===== src/rtl/rx_pcs_pkg.sv =====
// rx_pcs_pkg: shared XGMII column constants and pointer helpers for the PCS RX FIFO controllers.
//   Contents: idle/control byte codes, control-field position in a 72-bit column,
//   gray2bin() for converting synchronised Gray pointers back to binary.
package rx_pcs_pkg;

    localparam logic [7:0] XGMII_IDLE_BYTE = 8'h07;
    localparam logic [7:0] XGMII_CTRL_ALL  = 8'hFF;
    localparam int         CTRL_MSB        = 71;
    localparam int         CTRL_LSB        = 64;

    // XOR prefix chain from the MSB down; narrower pointers are passed
    // zero-extended, which leaves their low bits correct.
    function automatic logic [31:0] gray2bin(input logic [31:0] g);
        logic [31:0] b;
        b[31] = g[31];
        for (int i = 30; i >= 0; i--) b[i] = b[i+1] ^ g[i];
        return b;
    endfunction

endpackage


===== src/rtl/sync_2ff.sv =====
// sync_2ff: two-flop synchroniser for a Gray-coded pointer crossing into clk.
//   Ports: clk, rst_n (async active-low), d (asynchronous input), q (synchronised output).
module sync_2ff #(
    parameter int WIDTH = 1
) (
    input  logic             clk,
    input  logic             rst_n,
    input  logic [WIDTH-1:0] d,
    output logic [WIDTH-1:0] q
);

    logic [WIDTH-1:0] q1_q;
    logic [WIDTH-1:0] q2_q;

    always_ff @(posedge clk or negedge rst_n) begin
        if (!rst_n) begin
            q1_q <= '0;
            q2_q <= '0;
        end else begin
            q1_q <= d;
            q2_q <= q1_q;
        end
    end

    assign q = q2_q;

endmodule


===== src/rtl/rx_fifo_wctrl.sv =====
// rx_fifo_wctrl: write-side controller of the PCS RX async FIFO (pointers, full/almost-full, level, overflow).
//   Inputs : wclk, wrst_n (async active-low), winc, wdata, rptr (read-domain Gray), wovf_clr.
//   Outputs: waddr, wclken (to fifomem_2), wptr (Gray, to read domain), wfull, walmost_full,
//            wlevel, woverflow; wdrop_cnt when built with RX_IDLE_DELETE_EN (idle-column deletion).
module rx_fifo_wctrl
    import rx_pcs_pkg::*;
#(
    parameter int DATASIZE     = 72,
    parameter int ADDRSIZE     = 7,
    parameter int AFULL_THRESH = 96
) (
    input  logic                wclk,
    input  logic                wrst_n,
    input  logic                winc,
    input  logic [DATASIZE-1:0] wdata,
    input  logic [ADDRSIZE:0]   rptr,
    input  logic                wovf_clr,
    output logic [ADDRSIZE-1:0] waddr,
    output logic                wclken,
    output logic [ADDRSIZE:0]   wptr,
    output logic                wfull,
    output logic                walmost_full,
    output logic [ADDRSIZE:0]   wlevel,
`ifdef RX_IDLE_DELETE_EN
    output logic [15:0]         wdrop_cnt,
`endif
    output logic                woverflow
);

    localparam int               PW     = ADDRSIZE + 1;
    localparam logic [ADDRSIZE:0] AF_LVL = AFULL_THRESH[ADDRSIZE:0];

    logic [ADDRSIZE:0] wq2_rptr;
    logic [ADDRSIZE:0] rbin_s;
    logic              accept;
    logic              drop;
    logic [ADDRSIZE:0] wbin_q, wbin_d;
    logic [ADDRSIZE:0] wptr_q, wptr_d;
    logic [ADDRSIZE:0] wlevel_q, wlevel_d;
    logic              wfull_q, wfull_d;
    logic              walmost_full_q, walmost_full_d;
    logic              woverflow_q, woverflow_d;

    sync_2ff #(.WIDTH(PW)) u_rptr_sync (
        .clk   (wclk),
        .rst_n (wrst_n),
        .d     (rptr),
        .q     (wq2_rptr)
    );

`ifdef RX_IDLE_DELETE_EN
    logic        idle_col;
    logic [15:0] drop_cnt_q, drop_cnt_d;

    // Only a column that is idle in every lane may be deleted; terminate/start
    // columns carry other control codes and fail the byte compare.
    always_comb begin
        idle_col = wdata[CTRL_MSB:CTRL_LSB] == XGMII_CTRL_ALL;
        for (int k = 0; k < 8; k++) idle_col = idle_col & (wdata[8*k +: 8] == XGMII_IDLE_BYTE);
        drop = winc & idle_col & walmost_full_q & ~wfull_q;
        drop_cnt_d = (drop && drop_cnt_q != 16'hFFFF) ? drop_cnt_q + 16'd1 : drop_cnt_q;
    end

    always_ff @(posedge wclk or negedge wrst_n) begin
        if (!wrst_n) drop_cnt_q <= '0;
        else         drop_cnt_q <= drop_cnt_d;
    end

    assign wdrop_cnt = drop_cnt_q;
`else
    logic unused_wdata;

    assign drop         = 1'b0;
    assign unused_wdata = ^wdata;
`endif

    // wrst_n in the accept term keeps wclken low for the whole reset window,
    // so no memory write can slip through while the pointers are held at zero.
    always_comb begin
        accept         = wrst_n & winc & ~wfull_q & ~drop;
        wbin_d         = wbin_q + {{ADDRSIZE{1'b0}}, accept};
        wptr_d         = (wbin_d >> 1) ^ wbin_d;
        rbin_s         = PW'(gray2bin(32'(wq2_rptr)));
        wlevel_d       = wbin_d - rbin_s;
        // Full when the write pointer is exactly one lap ahead: top two Gray bits inverted.
        wfull_d        = wptr_d == {~wq2_rptr[ADDRSIZE:ADDRSIZE-1], wq2_rptr[ADDRSIZE-2:0]};
        walmost_full_d = wlevel_d >= AF_LVL;
        woverflow_d    = (winc & wfull_q) | (woverflow_q & ~wovf_clr);
    end

    always_ff @(posedge wclk or negedge wrst_n) begin
        if (!wrst_n) begin
            wbin_q         <= '0;
            wptr_q         <= '0;
            wlevel_q       <= '0;
            wfull_q        <= 1'b0;
            walmost_full_q <= 1'b0;
            woverflow_q    <= 1'b0;
        end else begin
            wbin_q         <= wbin_d;
            wptr_q         <= wptr_d;
            wlevel_q       <= wlevel_d;
            wfull_q        <= wfull_d;
            walmost_full_q <= walmost_full_d;
            woverflow_q    <= woverflow_d;
        end
    end

    assign waddr        = wbin_q[ADDRSIZE-1:0];
    assign wclken       = accept;
    assign wptr         = wptr_q;
    assign wfull        = wfull_q;
    assign walmost_full = walmost_full_q;
    assign wlevel       = wlevel_q;
    assign woverflow    = woverflow_q;

endmodule

===== config.mk =====
export PLATFORM = sky130hd
export DESIGN_NAME = rx_fifo_wctrl
export DESIGN_NICKNAME = d
export VERILOG_FILES = /design/src/rtl/rx_pcs_pkg.sv /design/src/rtl/sync_2ff.sv /design/src/rtl/rx_fifo_wctrl.sv
export SDC_FILE = /design/constraint.sdc
export NUM_CORES = 1
export LEC_CHECK = 0
export CORE_MARGIN = 8
export CORE_UTILIZATION = 40
export CTS_CLUSTER_SIZE = 10
export DETAILED_ROUTE_END_ITERATION = 10
export GPL_TIMING_DRIVEN = 1
export PLACE_DENSITY = 0.84
export SLEW_MARGIN = 20
export SYNTH_ARGS = -nofsm -noshare
export SYNTH_HDL_FRONTEND = slang
export SYNTH_HIERARCHICAL = 1
export SYNTH_SLANG_ARGS = --single-unit
export TNS_END_PERCENT = 50

===== constraint.sdc =====
create_clock -name wclk -period 8.8 [get_ports wclk]
set_input_delay 2.2 -clock wclk [delete_from_list [all_inputs] [get_ports wclk]]
set_output_delay 2.2 -clock wclk [all_outputs]
set_load 0.05 [all_outputs]

# [After elaboration in Yosys (flattened, before gate mapping)]
# Cells that the tools add are included.
[totals] register_bits=43 input_bits=84 output_inout_bits=27 elab_cells=28
[classes] addsub=2 magnitude_cmp=1 n_eq_ne=1 bitwise_logic=16
[ops] cell="$add 8x1->8" n=1
[ops] cell="$eq 8x8->1" n=1
[ops] cell="$ge 8x7->1 const B" n=1
[ops] cell="$sub 8x8->8" n=1
[ops] cell="$xor 7x8->8" n=1
[ops] cell="$xor 1x1->1" n=7
[ops] cell="$and 1x1->1" n=4
[ops] cell="$not 1->1" n=2
[ops] cell="$not 2->2" n=1
[ops] cell="$or 1x1->1" n=1

# [Logic depth before layout (Yosys ltp)]
# Gate-level depths: netlist (run 1).
[depth] depth_word=9 mapped_depth=14 depth_no_buf=14

# [Modules after synthesis]
# The synthesis (run 1) kept the hierarchy.
[by_module_without_submodules] mod="rx_fifo_wctrl" instances=1 cells_per_inst=136 area_per_inst_um2=1475.2 seq_area_each_um2=650.6
[by_module_without_submodules] mod="sync_2ff" instances=1 cells_per_inst=16 area_per_inst_um2=400.4 seq_area_each_um2=400.4

# [Worst setup path after synthesis (run 1)]
# OpenSTA, ideal clock, no wires.
[synth_path] path_kind="input to register" start="input wrst_n" end="register walmost_full_q (netlist: walmost_full)" setup_time_ns=0.124 arrival_ns=5.239 required_ns=8.676 path_slack_ns=3.437 cell_stages=14 n_path_buf=0 path_cell_list="nand2_1 > nor2_1 > ha_1 > inv_1 > ha_1 > inv_1 > fa_1 > nand4b_1 > and4_1 > a32oi_1 > a31oi_1 > xnor2_1 > nor3b_1 > a211o_1"
[synth_between] elab_chain_cells=5
[synth_rtl] item="start: declaration" line_no="rx_fifo_wctrl.sv:13" text="input logic wrst_n,"
[synth_rtl] item="$and 1x1->1 (2 in series)" line_no="rx_fifo_wctrl.sv:80" text="accept = wrst_n & winc & ~wfull_q & ~drop;"
[synth_rtl] item="via wclken" line_no="rx_fifo_wctrl.sv:19" text="output logic wclken,"
[synth_rtl] item="$add 8x1->8" line_no="rx_fifo_wctrl.sv:81" text="wbin_d = wbin_q + {{ADDRSIZE{1'b0}}, accept};"
[synth_rtl] item="via wbin_d[0]" line_no="rx_fifo_wctrl.sv:37" text="logic [ADDRSIZE:0] wbin_q, wbin_d;"
[synth_rtl] item="$sub 8x8->8" line_no="rx_fifo_wctrl.sv:84" text="wlevel_d = wbin_d - rbin_s;"
[synth_rtl] item="$ge 8x7->1" line_no="rx_fifo_wctrl.sv:87" text="walmost_full_d = wlevel_d >= AF_LVL;"
[synth_rtl] item="via walmost_full_d" line_no="rx_fifo_wctrl.sv:41" text="logic walmost_full_q, walmost_full_d;"
[synth_rtl] item="end signal: assignment" line_no="rx_fifo_wctrl.sv:104" text="walmost_full_q <= walmost_full_d;"
[synth_rtl] item="end: declaration" line_no="rx_fifo_wctrl.sv:41"
# The timed path passes the listed nets, and every way through them passes these cells.

# [Final worst setup path (run 1)]
[layout_path] start="input wrst_n" end="output wclken"
[layout_between] elab_chain_cells=2
[layout_rtl] item="$and 1x1->1 (2 in series)" line_no="rx_fifo_wctrl.sv:80"
[layout_rtl] item="end: declaration" line_no="rx_fifo_wctrl.sv:19"
# Every way passes these cells.

==> qor.yml, run 1 <==
yosys:
  syn_inst: 152
  synth_nets: 244
  synth.distinct_cells: 35
  synth_area_per_cell_um2: 12.3
  yosys_warnings: 6
  synth-seq-cells: 42
  yosysSeqAreaShare_pct: 56.0
  synth_area_um2: 1880
setup_path:
  crit_chain: "buf_2 -> buf_4 -> nand2_1 -> nor2_1 -> clkdlybuf4s50_1"
  worstSetupStartpointType: "primary input"
  cp_top_family: "buffers and inverters"
  critPathMaxStageDelay_ns: 0.85
  crit_required_ns: 6.60
  reg2reg_setup_slack_ns: 4.86
  worstPathMaxFanout: 43
  worst-path-buf-inv: 3
  arrival_ns: 3.86
  critPathKind: "in -> out"
  cp-end-kind: "output pin"
  worst_path_max_delay_cell: "clkdlybuf4s50_1"
cells_and_area:
  nNetsFinal: 289
  num_antenna_cells: 0
  syn_to_final_growth_pct: 28.7
  final_common_cell: "dfrtp_1"
  fill_cells: 443
  drive_gt1_share_pct: 7.07
  final_cell_mix: "42 x dfrtp_1, 37 x clkdlybuf4s50_1, 20 x xor2_1"
clocking:
  cts_setup_buffers: 0
  clock_latency_ns: 0.29
  ctsHtreeMaxLevel: 2
  cts_tree: "yes"
  cts_buffers: 5
  clk_pin_slew_ns: 0.07
  cts.sinks: 42
  cts_resized: 0
  clock_path_buffers: 2
  hold_buffers: 0
  ctsRootBufferMaster: "clkbuf_8"
sta:
  max_freq_mhz: 165
  hold_viol_final: 0
  min_period_ns: 6.06
  worst_slew_pin_slew_ns: 0.899
  skew_ns: 0.00154
  finalSetupViolations: 0
  relSlewSlack_pct: 39.6
  fin_ws_ns: 2.74
  slew_viol_final: 0
  period_share_pct: 68.9
  rsz0062_at_grt: "no"
  tns_ns: 0
grt:
  grt_max_degree: 44
  grt_antenna_before_repair: 0
  grt_pass1_wl_um: 5940
  grt_remaining_overflow: 0
  grt_pass1_vias: 1278
  grt_usage_pct: 10.5
floorplanning:
  die-width_um: 84.5
  start_util_pct: 40.5
  fp.coreArea_um2: 4630
  io_pins: 111
  rows: 25
  dieArea_um2: 7140
  fp.dieH_um: 84.5
power_and_ir_drop:
  leakage_nw: 1.10
  power_density_nw_per_um2: 390
  ir_drop_v: 0.000154
drt:
  drtIter0Drc: 37
  drc_errors: 0
  first_pass_iters: 4
  vias_per_cell: 4.86
  routed_wl_um: 3470
  postRouteAntennaNets: 0
  routedWlPerCell_um: 13.8
  vias: 1225
placement:
  numPortBuffers: 38
  hpwlAfterDp_um: 2550
  gp_congestion: 0.776
  post-place-ws_ns: 2.69
run_status:
  status: "finished, final reports clean"
flow_run:
  maxCapViolations: 0
min_path:
  min_path_type: "reg -> reg"
[path summary, 6_finish.rpt]
kind,startpoint,end,depth (start not counted)
min in group asynchronous,wrst_n,u_rptr_sync/q1_q[1],2
worst min register to register,u_rptr_sync/q1_q[4],u_rptr_sync/q[4],0
max in group asynchronous,wrst_n,wlevel[0],2
worst max register to register,u_rptr_sync/q[7],walmost_full,14
worst max-delay path,wrst_n,wclken,5
worst min-delay path,u_rptr_sync/q1_q[4],u_rptr_sync/q[4],0
[cells in the mapped netlist (all sizes together)]
| cell | number | area (µm²) |
|---|---|---|
| a211oi | 1 | 7.51 |
| clkbuf | 1 | 3.75 |
| nor3 | 4 | 20.0 |
| a21oi | 3 | 18.8 |
| xnor3 | 1 | 23.8 |
| nand4 | 3 | 18.8 |
| and2 | 1 | 6.26 |
| and3 | 2 | 12.5 |
| o22ai | 1 | 6.26 |
| nand4b | 1 | 8.76 |
| xor2 | 20 | 175 |
| xor3 | 1 | 25.0 |
| nand3 | 4 | 20.0 |
| nor2 | 8 | 30.0 |
| nor3b | 1 | 7.51 |
| xnor2 | 16 | 140 |
| a32oi | 1 | 8.76 |
| and4 | 1 | 8.76 |
| a31oi | 1 | 6.26 |
| dfrtp | 42 | 1050 |
| o21ai | 4 | 20.0 |
| o211a | 1 | 10.0 |
| a21o | 2 | 15.0 |
| or2 | 1 | 6.26 |
| maj3 | 2 | 21.3 |
| fa | 1 | 20.0 |
| nand2 | 7 | 26.3 |
| a211o | 2 | 17.5 |
| inv | 10 | 37.5 |
| o2111ai | 1 | 8.76 |
| nor4 | 1 | 6.26 |
| ha | 7 | 87.6 |
[sequential cells by signal, summed over array words and instances (netlist names)]
register          flops
u_rptr_sync/q         8
woverflow             1
walmost_full          1
u_rptr_sync/q1_q      8
wfull                 1
wptr                  7
wlevel                8
wbin_q                8
[final cells by class]
type | instances | area [µm²] | share of cell area (%)
Inverter | 10 | 37.5 | 1.56
Tap cell | 54 | 67.6 | 2.80
Clock buffer | 7 | 86.3 | 3.58
Timing Repair Buffer | 39 | 383 | 15.9
Clock inverter | 1 | 5.00 | 0.207
Sequential cell | 42 | 1050 | 43.5
Multi-Input combinational cell | 99 | 783 | 32.5
[metrics by stage]
stage	hold slack (ns)	std cells	total power, mW	cell area (µm²)	utilization [%]
after floorplan	0.331	152	0.666	1880	-
after global placement	0.333	244	0.812	2320	50.2
after detailed placement	0.335	244	0.822	2320	50.2
after CTS	0.352	252	0.954	2410	52.1
after global routing	0.360	252	1.00	2410	52.1
final	0.349	252	0.941	2410	52.1
[where the power goes]
part	internal, mW	switching [mW]	total, mW	leakage (nW)
registers	0.247	0.0307	0.278	0.509
logic	0.198	0.341	0.539	0.542
clock network	0.0632	0.0615	0.125	0.0482
total	0.508	0.433	0.941	1.10
[cell families after synthesis]
kind of cell,after synthesis,synth area share (%)
flip-flops,42,56.0
XOR/XNOR,38,19.4
AND/OR/NAND/NOR,34,9.14
AO/OA/AOI/OAI,17,6.34
buffers and inverters,11,2.20
adder cells (fa/ha/maj),10,6.87
[metal layers]
layer  GRT usage, %  share of wire [%]  vias up  wire [µm]
li1               -                  -      596          -
met1           11.4                 42      587       1460
met2           17.0                 48       35       1680
met3           4.39                7.5        7        259
met4           5.99                2.2        0         77
met5              0                  0        -          0
(Power assumes the default switching activity.)
==> inputs of run 2 (changes only) <==
--- a/config.mk
+++ b/config.mk
@@ -6,11 +6,11 @@
 export NUM_CORES = 1
 export LEC_CHECK = 0
 export CORE_MARGIN = 8
-export CORE_UTILIZATION = 40
+export CORE_UTILIZATION = 37
 export CTS_CLUSTER_SIZE = 10
 export DETAILED_ROUTE_END_ITERATION = 10
 export GPL_TIMING_DRIVEN = 1
-export PLACE_DENSITY = 0.84
+export PLACE_DENSITY = 0.78
 export SLEW_MARGIN = 20
 export SYNTH_ARGS = -nofsm -noshare
 export SYNTH_HDL_FRONTEND = slang
==> constraint.sdc (replaced) <==
create_clock -name wclk -period 5.6 [get_ports wclk]
set_input_delay 1.4 -clock wclk [delete_from_list [all_inputs] [get_ports wclk]]
set_output_delay 1.4 -clock wclk [all_outputs]
set_load 0.05 [all_outputs]
==> qor.yml, run 2 (same netlist as run 1, synthesis figures left out) <==
run_status:
  status: "finished, final reports clean"
flow_run:
  maxCapViolations: 0
clocking:
  clk_pin_slew_ns: 0.07
  cts_buffers: 5
  cts_setup_buffers: 0
  clock_latency_ns: 0.29
  hold_buffers: 0
  cts_tree: "yes"
  cts_resized: 0
  ctsRootBufferMaster: "clkbuf_8"
  ctsHtreeMaxLevel: 2
  clock_path_buffers: 2
  cts.sinks: 42
power_and_ir_drop:
  ir_drop_v: 0.000247
  combPwrFrac_pct: 55.9
  leakage_nw: 1.11
  power_density_nw_per_um2: 619
  swShare_pct: 44.6
  p_seq_share_pct: 28.5
  p_switching_mw: 0.677
  p_clk_share_pct: 15.5
  power.total_mw: 1.52
  p_int_mw: 0.842
sta:
  rsz0062_at_grt: "no"
  tns_ns: 0
  worst_slew_pin_slew_ns: 0.905
  slew_viol_final: 0
  finalSetupViolations: 0
  min_period_ns: 4.42
  hold_viol_final: 0
  period_share_pct: 78.9
  skew_ns: 0.00236
  relSlewSlack_pct: 39.3
  max_freq_mhz: 226
drt:
  postRouteAntennaNets: 0
  routed_wl_um: 3430
  routedWlPerCell_um: 12.9
  vias_per_cell: 4.52
  first_pass_iters: 4
  drc_errors: 0
  drtIter0Drc: 60
  vias: 1206
setup_path:
  worstPathMaxFanout: 8
  cp-end-kind: "flop"
  worstSetupStartpointType: "primary input"
  crit_chain: "clkdlybuf4s50_1 -> nand2_1 -> nor2_1 -> ha_1 -> xor2_1 -> fa_1 -> nand4b_1 -> and4_1 -> a32oi_1 -> a31oi_1 -> xnor2_1 -> nor3b_1 -> a211o_1"
  arrival_ns: 4.59
  crit_required_ns: 5.77
  worst_path_max_delay_cell: "xor2_1"
  critPathKind: "in -> reg"
  critPathMaxStageDelay_ns: 0.60
floorplanning:
  rows: 26
  start_util_pct: 37.4
  fp.coreArea_um2: 5010
  fp.dieH_um: 87.2
  die-width_um: 87.2
  dieArea_um2: 7600
  io_pins: 111
placement:
  numPortBuffers: 38
  dpl_cell_area_um2: 2340
  gp_congestion: 0.755
  hpwlAfterDp_um: 2630
grt:
  grt_pass1_vias: 1257
  grt_max_degree: 43
  grt_usage_pct: 9.80
  grt_remaining_overflow: 0
  grt_antenna_before_repair: 0
  grt_pass1_wl_um: 5710
cells_and_area:
  nNetsFinal: 289
  final_common_cell: "dfrtp_1"
  final_cell_mix: "42 x dfrtp_1, 37 x clkdlybuf4s50_1, 20 x xor2_1"
  fin_util_pct: 49.0
  num_antenna_cells: 0
  final_area_um2: 2450
  drive_gt1_share_pct: 7.11
  syn_to_final_growth_pct: 30.9
  fill_cells: 451
min_path:
  min_path_type: "reg -> reg"
==> run 2: worst max-delay path: cells and delay by family <==
family,cells,cell delay (ns)
AO/OA/AOI/OAI,3,0.58
XOR/XNOR,2,0.74
adder cells (fa/ha/maj),2,0.70
buffers and inverters,1,0.47
AND/OR/NAND/NOR,5,0.68
==> run 2: cell type report <==
type / count / area, µm² / area share [%]
multi-input combinational: 99 / 783 / 31.9
inverter: 10 / 37.5 / 1.53
clock buffer: 6 / 82.6 / 3.36
timing repair buffer: 39 / 383 / 15.6
sequential: 42 / 1050 / 42.8
tap: 70 / 87.6 / 3.57
clock inverter: 1 / 30.0 / 1.22
==> run 2: layer usage <==
layer  wire length [µm]  vias up  share of wire, %  track usage (%)
met5                  0        -                 0                0
met1               1520      569                44             11.2
li1                   -      599                 -                -
met3                265        5               7.7             3.40
met4                 50        0               1.5             4.06
met2               1600       33                47             16.3
==> run 2: per-stage QoR <==
step | hold WS (ns) | instances | setup slack (ns)
6_report | 0.349 | 267 | 1.18
4_1_cts | 0.353 | 267 | 1.18
3_5_place_dp | 0.336 | 260 | 0.892
2_1_floorplan | 0.331 | 152 | 1.04
3_3_place_gp | 0.333 | 260 | 0.950
5_1_grt | 0.360 | 267 | 0.933
==> run 2: worst paths after layout <==
check,from,endpoint,slack (ns),cells past startpoint
worst min register to register,u_rptr_sync/q1_q[1],u_rptr_sync/q[1],0.35,0
worst max register to register,u_rptr_sync/q[7],walmost_full,1.61,14
min in group asynchronous,wrst_n,wbin_q[3],1.23,2
worst min-delay path,u_rptr_sync/q1_q[1],u_rptr_sync/q[1],0.35,0
max in group asynchronous,wrst_n,u_rptr_sync/q[0],4.01,2
worst max-delay path,winc,walmost_full,1.18,13
==> run 2: power groups by stage <==
| stage | Combinational [mW] | Clock, mW | Sequential (mW) |
|---|---|---|---|
| global route | 0.910 | 0.257 | 0.444 |
| CTS | 0.859 | 0.245 | 0.433 |
| finish | 0.850 | 0.236 | 0.434 |
| detailed placement | 0.854 | 0 | 0.439 |
| floorplan | 0.355 | 0 | 0.692 |
| global placement | 0.841 | 0 | 0.438 |
==> inputs of run 3 (changes only) <==
==> constraint.sdc (replaced) <==
create_clock -name wclk -period 4.45 [get_ports wclk]
set_input_delay 1.1125 -clock wclk [delete_from_list [all_inputs] [get_ports wclk]]
set_output_delay 1.1125 -clock wclk [all_outputs]
set_load 0.05 [all_outputs]
==> qor.yml, run 3 (same netlist as run 1, synthesis figures left out) <==
sta:
  min_period_ns: 4.14
  worst_slew_pin_slew_ns: 0.631
  period_share_pct: 92.9
  max_freq_mhz: 242
  finalSetupViolations: 0
  slew_viol_final: 0
  hold_viol_final: 0
  skew_ns: 0.00224
  rsz0062_at_grt: "no"
  tns_ns: 0
  relSlewSlack_pct: 57.8
clocking:
  cts_resized: 0
  cts_setup_buffers: 0
  cts.sinks: 42
  ctsRootBufferMaster: "clkbuf_8"
  clk_pin_slew_ns: 0.07
  clock_path_buffers: 2
  cts_tree: "yes"
  ctsHtreeMaxLevel: 2
  hold_buffers: 0
  cts_buffers: 5
  clock_latency_ns: 0.29
setup_path:
  arrival_ns: 4.30
  cp-end-kind: "flop"
  crit_required_ns: 4.62
  worstPathMaxFanout: 6
  worstSetupStartpointType: "primary input"
  critPathKind: "in -> reg"
floorplanning:
  io_pins: 111
  rows: 26
  dieArea_um2: 7600
  start_util_pct: 37.4
  fp.dieH_um: 87.2
  die-width_um: 87.2
  fp.coreArea_um2: 5010
cells_and_area:
  final_cell_mix: "42 x dfrtp_1, 37 x clkdlybuf4s50_1, 20 x xor2_1"
  num_antenna_cells: 0
  final_common_cell: "dfrtp_1"
  drive_gt1_share_pct: 10.3
  fill_cells: 467
  syn_to_final_growth_pct: 33.2
  nNetsFinal: 295
grt:
  grt_antenna_before_repair: 0
  grt_max_degree: 43
  grt_pass1_vias: 1253
  grt_pass1_wl_um: 6010
  grt_usage_pct: 10.6
  grt_remaining_overflow: 0
drt:
  postRouteAntennaNets: 0
  routed_wl_um: 3730
  vias: 1242
  drc_errors: 0
  first_pass_iters: 4
  routedWlPerCell_um: 13.6
  vias_per_cell: 4.53
  drtIter0Drc: 65
power_and_ir_drop:
  combPwrFrac_pct: 57.7
  p_int_mw: 1.07
  p_switching_mw: 0.876
  ir_drop_v: 0.000303
  power.total_mw: 1.95
  power_density_nw_per_um2: 781
  p_clk_share_pct: 14.2
  swShare_pct: 44.9
  p_seq_share_pct: 28.1
  leakage_nw: 1.14
placement:
  gp_congestion: 0.744
  numPortBuffers: 38
  hpwlAfterDp_um: 2780
min_path:
  min_path_type: "reg -> reg"
flow_run:
  maxCapViolations: 0
run_status:
  status: "finished, final reports clean"
-- run 3: changes by cell type in the layout (fill, tap and decap cells not counted), sizes merged --
cell and delta:
buf +6, clkbuf +2, bufinv -1
-- run 3: power groups by stage --
stage                     sequential [mW]  combinational (mW)  clock (mW)
after floorplan                     0.871               0.447           0
after global placement              0.553                1.10           0
after detailed placement            0.555                1.12           0
after CTS                           0.548                1.13       0.290
after global routing                0.561                1.21       0.308
final                               0.547                1.13       0.278
-- run 3: stage by stage --
stage                     std cells  setup WS [ns]  utilization (%)  instance area, µm²  hold WS, ns
after floorplan                 152          0.174                -                1880        0.331
after global placement          266          0.159             47.7                2390        0.334
after detailed placement        266         0.0825             47.7                2390        0.335
after CTS                       274          0.352             49.9                2500        0.353
after global routing            274          0.105             49.9                2500        0.356
final                           274          0.314             49.9                2500        0.350
-- run 3: worst paths after layout --
path	start	slack [ns]	cells past startpoint	endpoint
setup / recovery	winc	0.31	15	walmost_full
hold / removal	u_rptr_sync/q1_q[4]	0.35	0	u_rptr_sync/q[4]
setup reg to reg	u_rptr_sync/q[7]	0.34	14	walmost_full
hold reg to reg	u_rptr_sync/q1_q[4]	0.35	0	u_rptr_sync/q[4]
max in group asynchronous	wrst_n	3.15	2	wptr[0]
min in group asynchronous	wrst_n	0.94	2	u_rptr_sync/q[2]
-- run 3: cell type report --
cell class                      instances  area (µm²)  area share [%]
Sequential cell                        42        1050            42.1
Multi-Input combinational cell         99         783            31.4
Timing Repair Buffer                   45         428            17.1
Clock buffer                            8         110            4.41
Tap cell                               70        87.6            3.51
Inverter                               10        37.5            1.50
-- run 3: critical path, stage by stage --
cell and delay, ns:
clkdlybuf4s50_1 0.47, nand2_1 0.05, nor2_1 0.18, ha_1 0.32, inv_1 0.11, ha_1 0.14, inv_1 0.06, fa_1 0.48
a211o_1 0.29, and4_1 0.19, a32oi_1 0.20, a31oi_1 0.15, xnor2_1 0.16, nor3b_1 0.08, a211o_1 0.30
-- run 3: metal layers --
| layer | vias up | part of all wire (%) | track usage, % |
|---|---|---|---|
| met2 | 37 | 48 | 16.7 |
| met3 | 5 | 7.3 | 3.96 |
| met4 | 0 | 1.6 | 5.00 |
| li1 | 610 | - | - |
| met1 | 590 | 43 | 12.3 |
| met5 | - | 0 | 0 |
